===== src/rtl/ir_queue.sv =====
// Instruction register fed by a small prefetch FIFO. It supports bypass when the queue is empty,
// flush for branches, and a sticky overflow flag for dropped pushes.
module ir_queue #(
  parameter int WIDTH    = 8,
  parameter int OPCODE_W = 4,
  parameter int DEPTH    = 4
) (
  input  logic                         clk,
  input  logic                         rst,
  input  logic                         load,
  input  logic [WIDTH-1:0]             bus,
  input  logic                         next,
  input  logic                         flush,
  output logic [WIDTH-1:0]             instruction,
  output logic [OPCODE_W-1:0]          opcode,
  output logic [WIDTH-OPCODE_W-1:0]    operand,
  output logic                         valid,
  output logic                         empty,
  output logic                         full,
  output logic [$clog2(DEPTH+1)-1:0]   count,
  output logic                         overflow
);

  localparam int AW = $clog2(DEPTH);
  localparam int CW = $clog2(DEPTH+1);

  logic [WIDTH-1:0] mem [DEPTH];
  logic [AW-1:0]    rd_ptr, wr_ptr;
  logic             do_pop, do_push, bypass, drop;

  assign empty   = (count == '0);
  assign full    = (count == CW'(DEPTH));
  assign opcode  = instruction[WIDTH-1 -: OPCODE_W];
  assign operand = instruction[WIDTH-OPCODE_W-1:0];

  // A pop frees a slot, so a push alongside a pop is accepted even when full.
  always_comb begin
    do_pop  = next && !empty;
    bypass  = next && load && empty;
    do_push = load && (next ? !empty : !full);
    drop    = load && !next && full;
  end

  always_ff @(posedge clk) begin
    if (rst) begin
      rd_ptr      <= '0;
      wr_ptr      <= '0;
      count       <= '0;
      valid       <= 1'b0;
      overflow    <= 1'b0;
      instruction <= '0;
    end else if (flush) begin
      rd_ptr   <= '0;
      wr_ptr   <= '0;
      count    <= '0;
      valid    <= 1'b0;
      overflow <= 1'b0;
    end else begin
      if (do_pop)  rd_ptr <= rd_ptr + 1'b1;
      if (do_push) wr_ptr <= wr_ptr + 1'b1;
      if (do_push && !do_pop)      count <= count + 1'b1;
      else if (do_pop && !do_push) count <= count - 1'b1;
      if (drop) overflow <= 1'b1;
      if (do_pop)      instruction <= mem[rd_ptr];
      else if (bypass) instruction <= bus;
      if (next) valid <= do_pop || bypass;
    end
  end

  // Storage carries no reset; its contents are only observed through the pointers.
  always_ff @(posedge clk) begin
    if (!rst && !flush && do_push) mem[wr_ptr] <= bus;
  end

endmodule

===== config.mk =====
export PLATFORM = sky130hd
export DESIGN_NAME = ir_queue
export DESIGN_NICKNAME = d
export VERILOG_FILES = /design/src/rtl/ir_queue.sv
export SDC_FILE = /design/constraint.sdc
export NUM_CORES = 1
export LEC_CHECK = 0
export ABC_AREA = 1
export CAP_MARGIN = 0
export CORE_MARGIN = 1.5
export CORE_UTILIZATION = 50
export DETAILED_ROUTE_END_ITERATION = 16
export PLACE_DENSITY_LB_ADDON = 0.05
export SLEW_MARGIN = 40
export SYNTH_ARGS = -nofsm -noshare
export SYNTH_HDL_FRONTEND = slang
export SYNTH_SLANG_ARGS = --single-unit

===== constraint.sdc =====
create_clock -name clk -period 6.25 [get_ports clk]
set_clock_uncertainty 0.15 [all_clocks]
set_input_delay 0.625 -clock clk [delete_from_list [all_inputs] [get_ports clk]]
set_output_delay 0.625 -clock clk [all_outputs]
set_load 0.005 [all_outputs]

==> flow_metrics.py <==
metrics = {
    "outcome": {
        "status": "complete, no violations",
    },
    "place": {
        "io_buffer_count": 35,
        "hpwl_mm": 3.39,
        "dpl_cell_area_mm2": 0.00269,
        "place_ws_ps": 3230,
        "dp_cells": 330,
        "gp_congestion": 0.775,
    },
    "synthesis": {
        "synth_cells": 256,
        "syn_area_mm2": 0.00239,
        "ys_seq_area_frac": 0.562,
        "post_synth.cell_area_avg_um2": 9.32,
        "syn_nets": 275,
        "ys_seq_elements": 51,
        "ys_warn_count": 0,
        "synth_cell_types": 25,
    },
    "clock_tree": {
        "worstSkewPairLatency_ps": 310,
        "path_clk_slew_ps": 90,
        "cts_buffer_depth": 2,
        "ctsHoldBuffers": 0,
        "htreeDepth": 2,
        "tritoncts": "built",
        "cts_resized": 0,
        "cts_buffers": 5,
        "cts_root_buf": "clkbuf_8",
        "post_cts_buffers": 0,
        "clock_sinks": 51,
    },
    "setup_path": {
        "r2r-end": "count[2]$_SDFFE_PP0P_",
        "worstSetupStartpointType": "primary input",
        "path_max_fanout": 6,
        "worstReg2RegStart": "count[0]$_SDFFE_PP0P_",
        "worstPathArrival_ps": 2750,
        "rrSetupSlack_ps": 3950,
        "required_ps": 6290,
        "critPathKind": "in2reg",
        "critPathCaptureType": "flip-flop",
        "r2r_cells": 11,
    },
    "timing": {
        "tightest_slew_ps": 695,
        "setup_viol": 0,
        "min_period_ps": 2710,
        "maxSlewHeadroom": 0.535,
        "rsz0062_at_grt": "false",
        "hold_slack_ps": 329,
        "layout_setup_ws_ps": 3540,
        "hold_violations": 0,
        "final.setup.tns_ps": 0,
        "slew_violations": 0,
        "fmax_mhz": 369,
        "fin_crit_sh": 0.433,
    },
    "floorplan": {
        "core-area_mm2": 0.00447,
        "die_w_um": 72.1,
        "io_pins": 36,
        "die_h_um": 72.1,
        "start_util": 0.533,
        "die-area_mm2": 0.00520,
        "rows": 24,
    },
    "cells_and_area": {
        "layout.nets": 304,
        "stdcell_count": 338,
        "final_cell_area_mm2": 0.00281,
        "antennaDiodeCount": 0,
        "area_delta_synth_final_pct": 17.9,
        "final_util": 0.629,
        "drive_gt1_frac": 0.101,
    },
    "global_route": {
        "grt_max_degree": 18,
        "globalRoute.totalOverflow": 0,
        "grt_usage": 0.197,
        "first_global_vias": 1595,
        "grt_first_pass_wirelength_mm": 7.58,
        "antenna_found_initial": 0,
    },
    "detailed_routing": {
        "wire_per_inst_um": 13.8,
        "ant_nets": 0,
        "vias_per_cell": 4.98,
        "drt_iter0_drc": 83,
        "num_vias": 1684,
        "drt_first_pass_iters": 4,
        "totalWireLength_mm": 4.66,
        "drc_errors": 0,
    },
    "hold_path": {
        "worstHoldPathCells": 2,
        "hp-class": "reg2reg",
        "hold_start": "rd_ptr[1]$_SDFFE_PP0N_",
    },
    "job": {
        "maxCapViolCount": 0,
    },
    "pwr": {
        "total_power_mw": 0.741,
        "leakagePower_nw": 1.13,
        "vdd_drop_max_mv": 0.141,
        "power_density_mw_per_mm2": 263,
    },
}
Yosys cell counts (all sizes together):
master   n  share of area
nor2    37          0.074
ha       5          0.026
dfxtp   19           0.16
a21oi   13          0.034
clkinv   1         0.0016
edfxtp  32           0.40
a31oi    1         0.0026
nor3     2         0.0042
nand2   79           0.14
inv     30          0.047
buf     13          0.046
fa       1         0.0084
nand3   18          0.038
o21ai    5          0.015
cell type report:
class	count	area, um2
Fill cell	404	1660
Inverter	31	116
Timing Repair Buffer	35	350
Multi-Input combinational cell	161	818
Sequential cell	51	1340
Clock buffer	6	82.6
Clock inverter	2	38.8
Tap cell	52	65.1
worst max path at each step:
stage / startpoint / end / cells past startpoint
finish: next / count[2]$_SDFFE_PP0P_ / 10
global route: next / count[2]$_SDFFE_PP0P_ / 10
CTS: next / count[2]$_SDFFE_PP0P_ / 10
detailed placement: next / count[2]$_SDFFE_PP0P_ / 10
global placement: next / count[2]$_SDFFE_PP0P_ / 10
floorplan: load / count[2]$_SDFFE_PP0P_ / 9
cell usage in the layout (no fill, tap or decap), types with 2 or more instances in the layout:
master,n
nand2_1,73
clkdlybuf4s50_1,35
edfxtp_1,32
inv_1,29
nor2_1,26
dfxtp_1,19
nand3_1,18
a21oi_1,11
nor2_2,9
clkbuf_8,6
nand2_4,5
ha_1,5
o21ai_0,4
nor2_4,2
nor3_1,2
state kept, by name, summed over array words and instances (netlist names), named ones only:
name / count
mem: 32
instruction: 8
count: 3
rd_ptr: 2
wr_ptr: 2
overflow: 1
valid: 1
routing by layer:
layer	up-vias	global-route usage	part of all wire
met5	-	0	0
met4	0	0.0755	0.017
met3	6	0.0431	0.039
met2	26	0.326	0.49
met1	792	0.253	0.46
li1	860	-	-
cells by family after synthesis:
kind of cell | after synthesis | share of synthesized area
compound gates | 19 | 0.0514
flops | 51 | 0.562
buf+inv | 44 | 0.0949
fa+ha+maj | 6 | 0.0346
simple gates | 136 | 0.257
critical path, cell delays in order:
cell and delay [ps]:
clkdlybuf4s50_1 570, nand2_1 180, o21ai_4 270, ha_1 190
inv_1 60, fa_1 380, a21oi_1 140, o21ai_0 110
o21ai_0 170, a21oi_1 60
power by group:
part / leakage (nW) / switching, mW / internal, mW
combinational: 0.625 / 0.0652 / 0.0552
clock: 0.0618 / 0.111 / 0.132
sequential: 0.443 / 0.00974 / 0.368
Power figures use the tool's default switching activity.
